[config.mk]
export PLATFORM = sky130hd
export DESIGN_NAME = jpeg_idct_xpose_buf
export DESIGN_NICKNAME = d
export VERILOG_FILES = /design/src/rtl/jpeg_idct_xpose_buf.sv
export SDC_FILE = /design/constraint.sdc
export NUM_CORES = 2
export LEC_CHECK = 0
export CAP_MARGIN = 10
export CORE_MARGIN = 2
export CORE_UTILIZATION = 30
export DETAILED_ROUTE_END_ITERATION = 10
export PLACE_DENSITY = 0.41
export SKIP_CTS_REPAIR_TIMING = 1
export SKIP_LAST_GASP = 1
export SYNTH_ARGS = -nofsm -noshare
export SYNTH_HDL_FRONTEND = slang
export SYNTH_SLANG_ARGS = --single-unit
[constraint.sdc]
create_clock -name clk_i -period 4.7 [get_ports clk_i]
set_input_delay 0.94 -clock clk_i [delete_from_list [all_inputs] [get_ports clk_i]]
set_output_delay 0.94 -clock clk_i [all_outputs]
set_load 0.02 [all_outputs]
[src/rtl/jpeg_idct_xpose_buf.sv]
// Multi-bank 8x8 transpose buffer between the IDCT row and column passes.
// Define JPEG_IDCT_XPOSE_SAT_EN to saturate output lanes instead of truncating.
module jpeg_idct_xpose_buf #(
  parameter int NUM_BANKS = 2,
  parameter int LANES     = 4,
  parameter int IN_WIDTH  = 32,
  parameter int OUT_WIDTH = 32,
  parameter int IDX_W     = $clog2(64 / LANES)
) (
  input  logic                         clk_i,
  input  logic                         rst_i,
  input  logic                         img_start_i,
  input  logic                         inport_valid_i,
  input  logic [IN_WIDTH-1:0]          inport_data_i,
  input  logic [5:0]                   inport_idx_i,
  output logic                         ready_o,
  output logic                         v_o,
  output logic [LANES*OUT_WIDTH-1:0]   outport_data_o,
  output logic [IDX_W-1:0]             outport_idx_o,
  input  logic                         yumi_i
);

  localparam int BANK_W = $clog2(NUM_BANKS);
  localparam int BEATS  = 64 / LANES;

  logic [IN_WIDTH-1:0]  mem [NUM_BANKS][64];
  logic [NUM_BANKS-1:0] full;
  logic [BANK_W-1:0]    wr_bank;
  logic [BANK_W-1:0]    rd_bank;
  logic [6:0]           wr_cnt;
  logic [IDX_W-1:0]     k;
  logic                 flush;
  logic                 wr_fire;
  logic                 rd_fire;
  logic                 wr_last;
  logic                 rd_last;

  assign flush         = rst_i || img_start_i;
  assign ready_o       = !full[wr_bank];
  assign v_o           = full[rd_bank];
  assign wr_fire       = inport_valid_i && ready_o;
  assign rd_fire       = v_o && yumi_i;
  assign wr_last       = wr_cnt == 7'd63;
  assign rd_last       = k == IDX_W'(BEATS - 1);
  assign outport_idx_o = k;

  function automatic logic [BANK_W-1:0] next_bank(input logic [BANK_W-1:0] b);
    return (b == BANK_W'(NUM_BANKS - 1)) ? '0 : b + BANK_W'(1);
  endfunction

  function automatic logic [OUT_WIDTH-1:0] shape(input logic [IN_WIDTH-1:0] s);
`ifdef JPEG_IDCT_XPOSE_SAT_EN
    logic [IN_WIDTH-OUT_WIDTH:0] top;
    top = s[IN_WIDTH-1:OUT_WIDTH-1];
    // the sample fits when every bit above the output sign bit copies it
    if ((&top) || !(|top)) return s[OUT_WIDTH-1:0];
    return s[IN_WIDTH-1] ? {1'b1, {(OUT_WIDTH-1){1'b0}}} : {1'b0, {(OUT_WIDTH-1){1'b1}}};
`else
    return s[OUT_WIDTH-1:0];
`endif
  endfunction

  always_ff @(posedge clk_i) begin
    if (flush) begin
      full    <= '0;
      wr_bank <= '0;
      rd_bank <= '0;
      wr_cnt  <= '0;
      k       <= '0;
    end else begin
      if (wr_fire) begin
        if (wr_last) begin
          full[wr_bank] <= 1'b1;
          wr_cnt        <= '0;
          wr_bank       <= next_bank(wr_bank);
        end else begin
          wr_cnt <= wr_cnt + 7'd1;
        end
      end
      if (rd_fire) begin
        if (rd_last) begin
          full[rd_bank] <= 1'b0;
          k             <= '0;
          rd_bank       <= next_bank(rd_bank);
        end else begin
          k <= k + IDX_W'(1);
        end
      end
    end
  end

  // storage is never cleared; a transfer coinciding with a flush is dropped
  always_ff @(posedge clk_i) begin
    if (wr_fire && !flush) mem[wr_bank][inport_idx_i] <= inport_data_i;
  end

  always_comb begin
    outport_data_o = '0;
    for (int unsigned l = 0; l < LANES; l++) begin
      logic [5:0] t;
      logic [5:0] addr;
      t    = 6'(k * LANES + l);
      addr = {t[2:0], t[5:3]};
      if (v_o) outport_data_o[l*OUT_WIDTH +: OUT_WIDTH] = shape(mem[rd_bank][addr]);
    end
  end

endmodule

# Word-level counts from Yosys, hierarchy flattened
# Memory sizes are Yosys's and may differ from the RTL's. A register that Yosys moved wholly into a read port is not among the register bits.
# Cells that the tools add are included.
# Widths: inputs -> output; s select.
dict set report word_totals {
  mem_count 1
  romBits 0
  regBits 15
  in_bits 43
  wordCells 83
  latch_bits 0
  out_inout_bits 134
  ram_bits 4096
}
# memory words width rd rd_ports_with_merged_regs write_ports line
set mem_list {}
lappend mem_list {mem 2 2048 1 1 1 26} ;# logic [IN_WIDTH-1:0] mem [NUM_BANKS][64];
dict set report op_classes {
  mul 0
  n_eq_ne 2
  div_mod_pow 0
  order_cmp 10
  bitwise_logic 8
  n_reduce_logical 11
  n_mux 39
  addsub 7
  shift 0
}
# operator count
set ops {}
lappend ops {{$mux 2048} 1}
lappend ops {{$bmux 32 s6} 4}
lappend ops {{$mux 32} 13}
lappend ops {{$demux 32 s6} 1}
lappend ops {{$ge 7x7->1 const B} 5}
lappend ops {{$not 6->7} 5}
lappend ops {{$add 6x2->6 const B} 2}
lappend ops {{$mux 1} 11}
lappend ops {{$mux 2} 5}
lappend ops {{$add 7x1->7 const B} 1}
lappend ops {{$eq 7x6->1 const B} 1}
lappend ops {{$lt 7x1->1 const B} 1}
lappend ops {{$mux 7} 1}
lappend ops {{$add 6x1->6 const B} 1}
lappend ops {{$logic_and 1x1->1} 6}
lappend ops {{$add 4x1->4 const B} 1}
lappend ops {{$eq 4x4->1 const B} 1}
lappend ops {{$lt 1x2->1 const B} 2}
lappend ops {{$mux 4} 1}
lappend ops {{$reduce_and 2->1} 2}
lappend ops {{$add 1x1->1 const B} 2}
lappend ops {{$and 2x2->2} 1}
lappend ops {{$demux 1 s1} 2}
lappend ops {{$ge 1x1->1 const B} 2}
lappend ops {{other kinds (4)} 5}

# Longest topological paths before layout
dict set report depth {
  ltp_word 11
  ltp_mapped 9
}

# Worst setup path before layout
# No wires, ideal clock.
dict set report synth_timing {
  kind {input to register}
  from {input port inport_valid_i}
  to {memory mem[1][384] (netlist name), enable pin}
  t_arrival_ns 3.395
  cell_stages 6
  path_buffers 3
  slack_ns 0.884
  required_ns 4.279
  path_cell_list {buf_1 > nand4_1 > or3b_1 > buf_2 > buf_2 > nor2_1}
}
dict set report synth_via {
  elab_chain_cells 4
}
# item line
set synth_rtl {}
lappend synth_rtl {{start: declaration} 13} ;# input logic inport_valid_i,
lappend synth_rtl {{$logic_and 1x1->1} 41} ;# assign wr_fire = inport_valid_i && ready_o;
lappend synth_rtl {{$logic_and 1x1->1} 94} ;# if (wr_fire && !flush) mem[wr_bank][inport_idx_i] <= inport_data_i;
lappend synth_rtl {{$mux 1} 94}
lappend synth_rtl {{$mux 2048 (not written as such)} 94}
lappend synth_rtl {{end: declaration} 26}
# Every way passes these cells.

==> out/results.txt <==
Clk pwr share = 0.455
Ranking of synthesized cells by area = edfxtp_1, mux4_2, mux2i_1, a221oi_1, a22oi_1
Total gr overflow = 0
First-pass GRT wire length = 721300 um
Initial DRC Count = 8886
Final HPWL from detailed placement = 317200 um
Worst r2r src = wr_bank
CP max FO = 14
DR pass1 iterations = 5
Worst Clk Skew = 0.06135 ns
Final non-filler cell total = 15480
Total core area = 521200 um2
Fmax = 0.2052 GHz
Final WL = 549600 um
Hold wc startpoint = inport_data_i[16]
Critical path type = reg -> out
Run status = complete, but fails checks
Clock transition at path regs = 0.06 ns
Crit path capture type = output port
Register area = 123300 um2
Final ANT Viol Nets = 0
Final Critical Period = 4.873 ns
# DRC = 0
CTS tree = done
Post-synthesis cell type count = 56
I/O pins = 177
Effective utilization at floorplan = 0.3012
Buffers on Ports = 176
Comb pwr share = 0.012
Violated checks = setup timing
Layout cell share with drive strength beyond 1 = 0.3186
Final Hold Vio Count = 0
Antenna violations before repair = 40
Slew Limit Headroom = 0.1840
Final setup violating endpoints = 10
Multi-input gate area = 33280 um2
Nets = 8200
Htree depth = 5
Crit share post-route = 1.037
Die area = 529200 um2
Wirelength per Cell = 35.50 um
Via Count = 80770
Async set-or-reset flop fraction in the synthesized netlist = 0
Synth area leader = edfxtp_1
Worst slew pin tran = 1.224 ns
Avg Vias per Cell = 5.217
Post-synthesis sequential area ratio = 0.7854
Vias in the first global route = 81630
Pint = 60.22 mW
CTS sink count = 4112
Final Util = 0.3698
Fin. max-slew vios = 0
Sequential power share = 0.533
Max clock buf depth = 4
Post-Place Cells = 14500
RSZ-0062 raised after global routing = true
Yosys warning count = 0
Avg Inst Size Synth = 21.99 um2
Layout area overhead = 22.75%
GRT Util Overall = 0.1980
Cell Pwr Density = 392.8 nW/um2
Final setup margin = -0.1731 ns
Leak = 57.72 nW
CP Data Required Time = 3.76 ns
Worst EP arrival = 3.93 ns
Sw Share = 0.2047
Switch Pwr = 15.50 mW
Worst vdd ir = 0.3350 mV
Netlist Area Pre-Place = 157000 um2
Final RePlAce weighted congestion = 0.7535
Num rows = 265
Worst hold slack = 0.2144 ns
Filler instances = 47600
CTS Buf Count = 449
Root buf cell = clkbuf_16
Die Wd = 727.5 um
Synth top area share = 0.7834
Synth Instances = 7140
Chip Height = 727.5 um
Latest clock arrival within the worst-skew pair = 1.01 ns
Main synth FF type = edfxtp_1
#FFs+latches synth = 4112
Post-synth EDFFs = 4096
CP startpoint kind = flip-flop
HP Class = in -> reg
Synthesized net count = 7185
Maxcap violations = 0
Largest net degree at the start of global routing = 129
==> state kept, by name (all words and copies together) (netlist names), named ones only <==
| name | cells |
|---|---|
| outport_idx_o | 4 |
| wr_bank | 1 |
| mem | 4096 |
| rd_bank | 1 |
| full | 2 |
| wr_cnt | 7 |
==> power groups by stage <==
stage	sequential, mW	clock (mW)	combinational, mW
after global placement	41.1	0	0.866
after CTS	40.3	35.3	0.915
after detailed placement	41.1	0	0.915
after global routing	40.3	36.6	0.957
final	40.4	34.5	0.901
after floorplan	41.1	0	0.0396
==> per-stage QoR <==
step	setup slack, ns	power [mW]	TNS (ns)	cell area, um2
3_5_place_dp	-0.04709	42.04	-0.04709	175300
5_1_grt	-0.2598	77.86	-4.004	192700
2_1_floorplan	0.8839	41.17	0	157000
4_1_cts	-1.178	76.54	-53.72	189500
3_3_place_gp	-0.3363	41.98	-0.6249	175200
6_report	-0.1731	75.72	-0.7643	192700
==> final timing paths <==
path         depth (start not counted)  slack [ns]                  end
min                                  1        0.21         mem[1][1200]
max                                  8       -0.17  outport_data_o[111]
max reg2reg                          7        1.47          mem[1][397]
min reg2reg                          2        0.48            wr_cnt[1]
==> synthesized netlist by cell type (all sizes together) (4+ instances only) <==
library cell / count
a2111oi: 11
a211oi: 67
a21o: 56
a21oi: 71
a221oi: 175
a22o: 14
a22oi: 126
a32oi: 60
and2: 4
buf: 236
clkbuf: 204
dfxtp: 16
edfxtp: 4096
inv: 4
mux2: 60
mux2i: 512
mux4: 770
nand2: 191
nand3: 15
nand4: 6
nor2: 148
nor2b: 8
nor3: 4
o211ai: 60
o21ai: 61
o221ai: 67
o22ai: 67
xor2: 7
==> per-layer routing <==
| layer | vias to the layer above | track usage | wire (um) |
|---|---|---|---|
| li1 | 32580 | - | - |
| met4 | 10 | 0.04321 | 13330 |
| met2 | 2529 | 0.3335 | 269800 |
| met3 | 575 | 0.02534 | 29410 |
| met1 | 45070 | 0.2748 | 237100 |
| met5 | - | 0 | 48 |
==> cell type report <==
type,count,share of cell area
clock buffer,560,0.06155
tap,6942,0.04507
inverter,5,0.0001233
clock inverter,261,0.01193
multi-input combinational,2584,0.1727
sequential,4112,0.6399
antenna,14,0.0001818
timing repair buffer,1003,0.06855
==> cells by family after synthesis <==
group                    share of synthesized area
flip-flops                                  0.7854
XOR/XNOR                                 0.0005021
AND/OR/NAND/NOR                            0.01022
buffers and inverters                      0.01572
adder cells (fa/ha/maj)                  0.0001593
AO/OA/AOI/OAI                              0.04059
multiplexers                                0.1474
==> layout by cell type, fill, tap and decap left out, types with 15 or more instances in the layout <==
cell type	instances
a32oi_2	19
edfxtp_1	4096
buf_4	528
clkbuf_1	99
a211oi_1	46
nor2_4	133
a21o_1	56
buf_12	327
mux2i_1	509
buf_6	48
buf_16	33
clkdlybuf4s50_1	18
a21oi_1	69
nor2_1	15
mux2_2	58
o221ai_1	66
bufinv_16	36
o211ai_1	60
a221oi_2	52
a32oi_1	37
o21ai_1	48
nand2_1	186
clkbuf_16	493
clkinv_2	75
a221oi_1	112
a211oi_2	16
a22oi_1	119
mux4_2	770
o22ai_1	67
clkinv_1	118
==> worst max-delay path: stages (launching register included) <==
cell	delay, ns
dfxtp_4	0.41
buf_16	0.18
buf_16	0.19
buf_4	0.16
buf_4	0.28
mux4_2	0.56
a211oi_1	0.68
a221oi_1	0.24
buf_4	0.23
Power figures use the tool's default switching activity.
